### src/rtl/cache_arbiter.sv
// Arbitrates I-cache fills and D-cache fills/writebacks onto one physical memory port.
// Contention is resolved round-robin against the side granted last.
module cache_arbiter #(
    parameter int LINE_W = 256,
    parameter int ADDR_W = 32
) (
    input  logic              clk,
    input  logic              rst,
    input  logic              i_read,
    input  logic [ADDR_W-1:0] i_address,
    output logic [LINE_W-1:0] i_rdata,
    output logic              i_resp,
    input  logic              d_read,
    input  logic              d_write,
    input  logic [ADDR_W-1:0] d_address,
    input  logic [LINE_W-1:0] d_wdata,
    output logic [LINE_W-1:0] d_rdata,
    output logic              d_resp,
    output logic              pmem_read,
    output logic              pmem_write,
    output logic [ADDR_W-1:0] pmem_address,
    output logic [LINE_W-1:0] pmem_wdata,
    input  logic [LINE_W-1:0] pmem_rdata,
    input  logic              pmem_resp,
    output logic              busy
);

    typedef enum logic [1:0] {
        IDLE    = 2'd0,
        SERVE_I = 2'd1,
        SERVE_D = 2'd2
    } state_e;

    localparam logic GRANT_I = 1'b0;
    localparam logic GRANT_D = 1'b1;

    state_e              state_q, state_d;
    logic                last_grant_q, last_grant_d;
    logic                op_write_q, op_write_d;
    logic                pmem_read_q, pmem_read_d;
    logic                pmem_write_q, pmem_write_d;
    logic [ADDR_W-1:0]   addr_q, addr_d;
    logic [LINE_W-1:0]   wdata_q, wdata_d;
    logic                grant_i_s;
    logic                grant_d_s;
    logic                d_req_s;

    // State and datapath registers; reset abandons any in-flight transaction.
    always_ff @(posedge clk or posedge rst) begin
        if (rst) begin
            state_q      <= IDLE;
            last_grant_q <= GRANT_I;
            op_write_q   <= 1'b0;
            pmem_read_q  <= 1'b0;
            pmem_write_q <= 1'b0;
            addr_q       <= '0;
            wdata_q      <= '0;
        end else begin
            state_q      <= state_d;
            last_grant_q <= last_grant_d;
            op_write_q   <= op_write_d;
            pmem_read_q  <= pmem_read_d;
            pmem_write_q <= pmem_write_d;
            addr_q       <= addr_d;
            wdata_q      <= wdata_d;
        end
    end

    // Next-state and grant decision; on contention the side not granted last wins.
    always_comb begin
        state_d   = state_q;
        grant_i_s = 1'b0;
        grant_d_s = 1'b0;
        d_req_s   = d_read | d_write;
        case (state_q)
            IDLE: begin
                if (i_read && d_req_s) begin
                    if (last_grant_q == GRANT_I) begin
                        grant_d_s = 1'b1;
                    end else begin
                        grant_i_s = 1'b1;
                    end
                end else if (i_read) begin
                    grant_i_s = 1'b1;
                end else if (d_req_s) begin
                    grant_d_s = 1'b1;
                end else begin
                    grant_i_s = 1'b0;
                end
                if (grant_i_s) begin
                    state_d = SERVE_I;
                end else if (grant_d_s) begin
                    state_d = SERVE_D;
                end else begin
                    state_d = IDLE;
                end
            end
            SERVE_I, SERVE_D: begin
                if (pmem_resp) begin
                    state_d = IDLE;
                end else begin
                    state_d = state_q;
                end
            end
            default: begin
                state_d = IDLE;
            end
        endcase
    end

    // Latch the granted transaction so later request changes cannot disturb it.
    always_comb begin
        last_grant_d = last_grant_q;
        op_write_d   = op_write_q;
        pmem_read_d  = pmem_read_q;
        pmem_write_d = pmem_write_q;
        addr_d       = addr_q;
        wdata_d      = wdata_q;
        if (grant_i_s) begin
            last_grant_d = GRANT_I;
            op_write_d   = 1'b0;
            pmem_read_d  = 1'b1;
            pmem_write_d = 1'b0;
            addr_d       = i_address;
        end else if (grant_d_s) begin
            // A simultaneous read and write is treated as a writeback.
            last_grant_d = GRANT_D;
            op_write_d   = d_write;
            pmem_read_d  = ~d_write;
            pmem_write_d = d_write;
            addr_d       = d_address;
            if (d_write) begin
                wdata_d = d_wdata;
            end else begin
                wdata_d = wdata_q;
            end
        end else if ((state_q != IDLE) && pmem_resp) begin
            pmem_read_d  = 1'b0;
            pmem_write_d = 1'b0;
        end else begin
            pmem_read_d  = pmem_read_q;
            pmem_write_d = pmem_write_q;
        end
    end

    // Completion strobes are combinational so they land in the pmem_resp cycle.
    always_comb begin
        i_resp       = (state_q == SERVE_I) && pmem_resp;
        d_resp       = (state_q == SERVE_D) && pmem_resp;
        busy         = (state_q != IDLE);
        i_rdata      = pmem_rdata;
        d_rdata      = pmem_rdata;
        pmem_read    = pmem_read_q;
        pmem_write   = pmem_write_q;
        pmem_address = addr_q;
        pmem_wdata   = wdata_q;
    end

endmodule

### config.mk
export PLATFORM = sky130hd
export DESIGN_NAME = cache_arbiter
export DESIGN_NICKNAME = d
export VERILOG_FILES = /design/src/rtl/cache_arbiter.sv
export SDC_FILE = /design/constraint.sdc
export NUM_CORES = 1
export LEC_CHECK = 0
export CAP_MARGIN = 40
export CORE_AREA = 2 2 536 538
export CTS_CLUSTER_DIAMETER = 30
export DETAILED_ROUTE_END_ITERATION = 10
export DIE_AREA = 0 0 538 540
export GPL_ROUTABILITY_DRIVEN = 0
export PLACE_DENSITY_LB_ADDON = 0.1
export SLEW_MARGIN = 5
export SYNTH_ARGS = -nofsm -noshare
export SYNTH_HDL_FRONTEND = slang
export SYNTH_SLANG_ARGS = --single-unit
### constraint.sdc
create_clock -name clk -period 10.4 [get_ports clk]
set_input_delay 2.6 -clock clk [delete_from_list [all_inputs] [get_ports clk]]
set_output_delay 2.6 -clock clk [all_outputs]
set_load 0.005 [all_outputs]
==> flow_metrics.env, run 1 <==
export IMPL_max_stage_delay_ps=590
export IMPL_r2r_end="pmem_wdata[252]$_DFFE_PP0P_"
export IMPL_worstPathRequired_ps=7800
export IMPL_async_flop_share_pct=100
export IMPL_holdPathEnd="pmem_wdata[18]$_DFFE_PP0P_"
export IMPL_final_area_sq_um=27600
export IMPL_startpoint_type="primary input"
export IMPL_fp_row_count=196
export IMPL_crit_arrival_ps=3970
export IMPL_holdBufCountCts=0
export IMPL_first_iter_violations=360
export IMPL_synth_top_area_cell="dfrtp_1"
export IMPL_synth_seq_cells=293
export IMPL_clk_pin_slew_ps=30
export IMPL_power_density_nw_per_um2=345
export IMPL_r2r_start="state_q[0]$_DFFE_PP0P_"
export IMPL_layout_nets=2074
export IMPL_path_delay_family="buffers and inverters"
export IMPL_ys_seq_area_share_pct=45.3
export IMPL_netlist_area_leader_share_pct=45.3
export IMPL_clock_fmax_mhz=152
export IMPL_max_cap_viol_count=0
export IMPL_die_y_um=540
export IMPL_hold_viol=0
export IMPL_crit_top_cell="clkdlybuf4s50_1"
export IMPL_synth_edf_count=0
export IMPL_period_needed_ps=6570
export IMPL_synth_cell_area_sq_um=16200
export IMPL_cp_startpoint="pmem_resp"
export IMPL_cp_max_fo=4
export IMPL_critical_path_class="primary input to output port"
export IMPL_rsz0062_at_grt="no"
export IMPL_ys_flop_type="dfrtp_1"
export IMPL_grt_max_degree=116
export IMPL_clock_latency_ps=760
export IMPL_grt_ovfl_total=0
export IMPL_ios=1387
export IMPL_outcome="finished, final reports clean"
export IMPL_finClkSkew_ps=73.7
export IMPL_maxSlewHeadroom_pct=30.2
export IMPL_r2r_cells=6
export IMPL_final_cell_mix="618 x clkdlybuf4s50_1, 293 x dfrtp_1, 229 x mux2_4"
export IMPL_synthAdderAreaFrac_pct=0.232
export IMPL_r2r_setup_slack_ps=7420
export IMPL_dpl_hpwl_um=67300
export IMPL_final_max_slew_viol_count=0
export IMPL_synth_nets=1853
export IMPL_synth_top_family_by_area="buffers and inverters"
export IMPL_ys_top_cells_by_area="dfrtp_1 45%, buf_4 24%, mux2_4 21%"
export IMPL_min_path_type="register to register"
export IMPL_post_cts_setup_buffers=0
export IMPL_drc_errors=0
export IMPL_finalSetupTns_ps=0
export IMPL_via_per_inst=1.94
export IMPL_hold_ws_ps=499
export IMPL_start_util_pct=5.68
export IMPL_slowest_stage="clkdlybuf4s50_1"
export IMPL_cp_buffers_inverters=2
export IMPL_numCtsBuffers=147
export IMPL_detail_route_antenna_nets=0
export IMPL_die_x_um=538
export IMPL_dpl_cell_area_sq_um=23000
export IMPL_fin_cells=5364
export IMPL_grt_usage_pct=5.80
export IMPL_p_total_uw=9530
export IMPL_min_path_cells=1
export IMPL_grt_pass1_wl_um=113000
export IMPL_layout_commonest_cell="clkdlybuf4s50_1"
export IMPL_ctsLongestPathBuffers=4
export IMPL_cts_sinks=293
export IMPL_io_buffer_count=618
export IMPL_ys_types=25
export IMPL_worst_slew_pin_slew_ps=1050
export IMPL_grt_pass1_vias=11600
export IMPL_dpl_cell_count=5102
export IMPL_synthCells=1268
export IMPL_root_buffer="clkbuf_16"
export IMPL_drtPass1Iterations=4
export IMPL_avgSynthCellArea_sq_um=12.8
export IMPL_muxShareOfSynthArea_pct=23.2
export IMPL_end_kind="output port"
export IMPL_drive_gt1_share_pct=29.9
export IMPL_vdd_drop_max_v=0.000136
export IMPL_htreeDepth=4
export IMPL_core_sq_um=284000
export IMPL_synthSimpleGateAreaFrac_pct=1.14
export IMPL_setup_viol=0
export IMPL_via_count=10400
export IMPL_wl_per_cell_um=16.4
export IMPL_cts_repair_resized=0
export IMPL_fin_crit_sh_pct=63.1
export IMPL_die_area_sq_um=291000
export IMPL_ys_warn_count=0
export IMPL_worstHoldStart="pmem_wdata[18]$_DFFE_PP0P_"
export IMPL_synth_compound_area_share_pct=3.75
export IMPL_drt_wl_total_um=87900
export IMPL_critical_path_cell_chain="clkdlybuf4s50_1 -> and2_1 -> clkdlybuf4s50_1"
export IMPL_cts_tree="done"
export IMPL_synthXorXnorAreaFrac_pct=0
export IMPL_power_leakage_uw=0.0106
export IMPL_syn2layout_area_growth_pct=70.9
export IMPL_antenna_found_initial=30
==> logic make-up after synthesis <==
| family | after synthesis |
|---|---|
| fa+ha+maj | 3 |
| simple gates | 44 |
| flops | 293 |
| compound gates | 106 |
| mux | 257 |
| buf+inv | 565 |
==> layer usage <==
layer	track usage, %	vias up	part of all wire [%]
li1	-	4246	-
met1	5.23	4918	32
met2	9.87	861	48
met3	3.39	370	14
met4	3.65	16	6.2
met5	0	-	0.11
==> worst max path at each step <==
stage / to / slack, ps / cells past startpoint
5_1_grt: d_resp / 3830 / 3
2_1_floorplan: last_grant_q$_DFFE_PP0P_ / 3910 / 1
4_1_cts: d_resp / 3820 / 3
3_5_place_dp: d_resp / 3820 / 3
6_report: d_resp / 3830 / 3
3_3_place_gp: d_resp / 3830 / 3
==> sequential cells by signal (all words and copies together), names as in the netlist <==
name / cells
last_grant_q: 1
pmem_address: 32
pmem_read: 1
pmem_wdata: 256
pmem_write: 1
state_q: 2
==> through the flow <==
step           setup WS [ps]  util (%)
2_1_floorplan           3910         -
3_3_place_gp            3830      8.09
3_5_place_dp            3820      8.10
4_1_cts                 3820      9.71
5_1_grt                 3830      9.71
6_report                3830      9.71
==> synthesized netlist by cell type (all sizes together) (3+ instances only) <==
library cell  number
nand3              3
a21oi             32
inv                4
and2               3
o21ai             36
a31oi             32
ha                 3
nor2              32
mux2             256
buf              551
dfrtp            293
clkbuf            10
nand2              4
==> worst reg2reg max path: cells and delay by family, from the launching register on <==
family	cells	cell delay, ps
DFF	1	370
adders and majority gates	1	400
AOI/OAI and AO/OA	1	320
and+or+nand+nor	1	310
muxes	1	830
buffers and inverters	2	570
==> power breakdown <==
group          internal [uW]  total, uW  switching (uW)  leakage [uW]
clock network           2840       3960            1120       0.00223
registers               1740       2090             343       0.00343
logic                   2060       3480            1430       0.00498
total                   6640       9530            2890        0.0106
==> cell type report <==
cell class | instances | area, sq um
Sequential cell | 293 | 7330
Fill cell | 32600 | 257000
Tap cell | 3762 | 4710
Multi-Input combinational cell | 410 | 4620
Clock inverter | 15 | 188
Antenna cell | 8 | 20.0
Clock buffer | 239 | 4400
Timing Repair Buffer | 633 | 6350
Inverter | 4 | 18.8
No activity file was read; power rests on OpenSTA's default activity.
==> run 2, diff against run 1 <==
clock period = 5.4 ns   (was 10.4 ns; I/O delays follow)
==> flow_metrics.env, run 2 (synthesized netlist as in run 1, its figures left out) <==
export IMPL_cts_tree="done"
export IMPL_via_per_inst=1.93
export IMPL_cts_repair_resized=0
export IMPL_clk_pin_slew_ps=30
export IMPL_layout_nets=2079
export IMPL_power_density_nw_per_um2=660
export IMPL_dpl_hpwl_um=70800
export IMPL_startpoint_type="primary input"
export IMPL_max_cap_viol_count=0
export IMPL_hold_viol=0
export IMPL_antenna_found_initial=31
export IMPL_io_buffer_count=618
export IMPL_r2r_start="state_q[0]$_DFFE_PP0P_"
export IMPL_wl_per_cell_um=16.7
export IMPL_period_needed_ps=4090
export IMPL_rsz0062_at_grt="no"
export IMPL_p_total_uw=18300
export IMPL_drt_wl_total_um=89800
export IMPL_r2r_cells=6
export IMPL_first_iter_violations=389
export IMPL_final_cell_mix="618 x clkdlybuf4s50_1, 293 x dfrtp_1, 229 x mux2_4"
export IMPL_numCtsBuffers=139
export IMPL_cp_startpoint="pmem_resp"
export IMPL_final_max_slew_viol_count=0
export IMPL_via_count=10400
export IMPL_fin_crit_sh_pct=75.7
export IMPL_dpl_cell_area_sq_um=23200
export IMPL_final_core_util_pct=9.76
export IMPL_post_cts_setup_buffers=0
export IMPL_maxSlewHeadroom_pct=50.2
export IMPL_power_leakage_uw=0.0107
export IMPL_htreeDepth=4
export IMPL_critical_path_cell_chain="clkdlybuf4s50_1 -> and2_1 -> clkdlybuf4s50_1"
export IMPL_crit_top_cell="clkdlybuf4s50_1"
export IMPL_worstHoldStart="pmem_wdata[23]$_DFFE_PP0P_"
export IMPL_grt_max_degree=78
export IMPL_vdd_drop_max_v=0.000196
export IMPL_crit_arrival_ps=2740
export IMPL_outcome="finished, final reports clean"
export IMPL_finClkSkew_ps=47.0
export IMPL_layout_commonest_cell="clkdlybuf4s50_1"
export IMPL_final_area_sq_um=27800
export IMPL_finalSetupTns_ps=0
export IMPL_core_sq_um=284000
export IMPL_critical_path_class="primary input to output port"
export IMPL_end_kind="output port"
export IMPL_grt_ovfl_total=0
export IMPL_die_x_um=538
export IMPL_fp_row_count=196
export IMPL_die_area_sq_um=291000
export IMPL_grt_usage_pct=5.93
export IMPL_cts_sinks=293
export IMPL_detail_route_antenna_nets=0
export IMPL_grt_pass1_vias=11700
export IMPL_clock_fmax_mhz=245
export IMPL_min_path_cells=1
export IMPL_clock_latency_ps=750
export IMPL_start_util_pct=5.68
export IMPL_slowest_stage="clkdlybuf4s50_1"
export IMPL_worst_slew_pin_slew_ps=747
export IMPL_root_buffer="clkbuf_16"
export IMPL_ios=1387
export IMPL_r2r_setup_slack_ps=2710
export IMPL_setup_viol=0
export IMPL_drtPass1Iterations=5
export IMPL_ctsLongestPathBuffers=4
export IMPL_holdBufCountCts=0
export IMPL_die_y_um=540
export IMPL_syn2layout_area_growth_pct=71.8
export IMPL_max_stage_delay_ps=670
export IMPL_drive_gt1_share_pct=31.4
export IMPL_cp_max_fo=4
export IMPL_drc_errors=0
export IMPL_largest_register_ffs=256
export IMPL_grt_pass1_wl_um=115000
export IMPL_worstPathRequired_ps=4050
export IMPL_min_path_type="register to register"
-- run 2: final cells by class --
class / instances / area [sq um]
clock buffers: 229 / 4380
multi-input cells: 410 / 4620
flip-flops and latches: 293 / 7330
clock inverters: 14 / 155
fillers: 32600 / 257000
inverters: 4 / 18.8
repair buffers: 646 / 6560
diodes: 3 / 7.51
well taps: 3762 / 4710
-- run 2: worst max-delay path: cells and delay by family --
kind | cells | cell delay (ps)
buffers and inverters | 2 | 1180
and+or+nand+nor | 1 | 190
-- run 2: final timing paths --
check / to
max: d_resp
min: pmem_wdata[23]$_DFFE_PP0P_
max reg2reg: pmem_wdata[69]$_DFFE_PP0P_
min reg2reg: pmem_wdata[23]$_DFFE_PP0P_
max in group asynchronous: pmem_address[14]$_DFFE_PP0P_
min in group asynchronous: pmem_wdata[231]$_DFFE_PP0P_
-- run 2: metrics by stage --
step	cells	worst slack [ps]	hold slack [ps]
2_1_floorplan	1268	161	490
3_3_place_gp	5111	1280	492
3_5_place_dp	5115	1270	491
4_1_cts	5358	1260	501
5_1_grt	5359	1280	509
6_report	5361	1310	500
-- run 2: power by group --
group          internal [uW]  leakage, uW  switching [uW]
combinational           4010      0.00508            2770
sequential              3360      0.00343             695
clock                   5410      0.00223            2090
total                  12800       0.0107            5550
-- run 2: layer usage --
layer	GRT usage [%]	vias up	wire [um]
li1	-	4236	-
met1	5.49	4929	29600
met2	10.3	842	44100
met3	3.14	339	11200
met4	3.42	14	4820
met5	0	-	92
==> run 3, diff against run 2 <==
clock period = 3.7 ns   (was 5.4 ns; I/O delays follow)
==> flow_metrics.env, run 3 (synthesized netlist as in run 1, its figures left out) <==
export IMPL_finClkSkew_ps=76.1
export IMPL_fin_crit_sh_pct=86.6
export IMPL_drc_errors=0
export IMPL_largest_register_ffs=256
export IMPL_worstHoldStart="pmem_wdata[79]$_DFFE_PP0P_"
export IMPL_critical_path_class="primary input to output port"
export IMPL_r2r_end="pmem_wdata[49]$_DFFE_PP0P_"
export IMPL_period_needed_ps=3210
export IMPL_syn2layout_area_growth_pct=70.5
export IMPL_final_area_sq_um=27600
export IMPL_wl_per_cell_um=16.4
export IMPL_max_stage_delay_ps=610
export IMPL_cts_sinks=293
export IMPL_clock_latency_ps=790
export IMPL_slowest_stage="clkdlybuf4s50_1"
export IMPL_clk_pin_slew_ps=40
export IMPL_power_density_nw_per_um2=950
export IMPL_holdPathEnd="pmem_wdata[79]$_DFFE_PP0P_"
export IMPL_via_count=10400
export IMPL_die_x_um=538
export IMPL_r2r_setup_slack_ps=1260
export IMPL_grt_usage_pct=5.79
export IMPL_grt_pass1_vias=11700
export IMPL_fp_row_count=196
export IMPL_finalSetupTns_ps=0
export IMPL_die_y_um=540
export IMPL_detail_route_antenna_nets=0
export IMPL_maxSlewHeadroom_pct=49.7
export IMPL_busiest_layer="met2"
export IMPL_ios=1387
export IMPL_min_path_type="register to register"
export IMPL_fillCellCount=32700
export IMPL_max_cap_viol_count=0
export IMPL_antenna_found_initial=29
export IMPL_drt_wl_total_um=88200
export IMPL_root_buffer="clkbuf_16"
export IMPL_via_per_inst=1.94
export IMPL_numCtsBuffers=136
export IMPL_crit_top_cell="clkdlybuf4s50_1"
export IMPL_dpl_hpwl_um=70000
export IMPL_layout_nets=2079
export IMPL_setup_viol=0
export IMPL_rsz0062_at_grt="no"
export IMPL_grt_use_met3_pct=3.06
export IMPL_ctsLongestPathBuffers=4
export IMPL_layout_commonest_cell="clkdlybuf4s50_1"
export IMPL_power_leakage_uw=0.0106
export IMPL_htreeDepth=4
export IMPL_r2r_cells=6
export IMPL_cp_max_fo=4
export IMPL_hold_viol=0
export IMPL_met2_usage_pct=9.98
export IMPL_final_max_slew_viol_count=0
export IMPL_start_util_pct=5.68
export IMPL_grt_max_degree=65
export IMPL_cts_tree="done"
export IMPL_grt_pass1_wl_um=113000
export IMPL_startpoint_type="primary input"
export IMPL_end_kind="output port"
export IMPL_r2r_start="state_q[1]$_DFFE_PP0P_"
export IMPL_dpl_cell_area_sq_um=23300
export IMPL_critical_path_cell_chain="clkdlybuf4s50_1 -> and2_1 -> clkdlybuf4s50_1"
export IMPL_drtPass1Iterations=4
export IMPL_vdd_drop_max_v=0.000292
export IMPL_first_iter_violations=282
export IMPL_outcome="finished, final reports clean"
export IMPL_drive_gt1_share_pct=30.1
export IMPL_post_cts_setup_buffers=0
export IMPL_io_buffer_count=618
export IMPL_cts_repair_resized=0
export IMPL_die_area_sq_um=291000
export IMPL_worst_slew_pin_slew_ps=753
export IMPL_clock_fmax_mhz=312
export IMPL_grt_use_met1_pct=5.36
export IMPL_final_cell_mix="618 x clkdlybuf4s50_1, 293 x dfrtp_1, 229 x mux2_4"
export IMPL_holdBufCountCts=0
export IMPL_crit_arrival_ps=2280
export IMPL_grt_ovfl_total=0
export IMPL_min_path_cells=1
export IMPL_core_sq_um=284000
export IMPL_worstPathRequired_ps=2770
run 3: routing by layer:
| layer | vias to the layer above | part of all wire, % | routed length (um) |
|---|---|---|---|
| li1 | 4246 | - | - |
| met1 | 4938 | 33 | 29300 |
| met2 | 856 | 49 | 42800 |
| met3 | 350 | 12 | 10900 |
| met4 | 6 | 5.8 | 5150 |
| met5 | - | 0.043 | 38 |
run 3: final cells by class:
| type | instances | area (sq um) | area share, % |
|---|---|---|---|
| inverters | 4 | 18.8 | 0.0681 |
| clock buffers | 219 | 4090 | 14.8 |
| well taps | 3762 | 4710 | 17.1 |
| diodes | 12 | 30.0 | 0.109 |
| clock inverters | 11 | 133 | 0.481 |
| multi-input cells | 410 | 4620 | 16.8 |
| flip-flops and latches | 293 | 7330 | 26.6 |
| repair buffers | 649 | 6640 | 24.1 |
run 3: power breakdown:
group          leakage, uW  total (uW)  switching (uW)  internal, uW
sequential         0.00343        5920            1020          4900
clock              0.00206       10300            2900          7370
combinational      0.00512       10000            4090          5910
run 3: stage by stage:
stage | util [%] | setup slack [ps] | hold WS, ps | total power (uW) | cells
finish | 9.69 | 495 | 502 | 26200 | 5360
CTS | 9.68 | 412 | 484 | 27200 | 5348
global route | 9.68 | 391 | 513 | 27800 | 5349
global placement | 8.20 | 441 | 493 | 16500 | 5118
detailed placement | 8.20 | 462 | 492 | 16400 | 5118
floorplan | - | -1110 | 490 | 10400 | 1268
run 3: critical path: cells and delay by family:
family | cells | cell delay [ps]
AND/OR/NAND/NOR | 1 | 210
buffers and inverters | 2 | 1130
run 3: how the worst max path moves through the flow:
| stage | from | to | slack (ps) | cells past startpoint |
|---|---|---|---|---|
| 4_1_cts | state_q[1]$_DFFE_PP0P_ | busy | 410 | 4 |
| 6_report | pmem_resp | i_resp | 490 | 3 |
| 3_3_place_gp | pmem_resp | i_resp | 440 | 3 |
| 5_1_grt | state_q[0]$_DFFE_PP0P_ | busy | 390 | 4 |
| 2_1_floorplan | rst | last_grant_q$_DFFE_PP0P_ | -1110 | 1 |
| 3_5_place_dp | pmem_resp | i_resp | 460 | 3 |
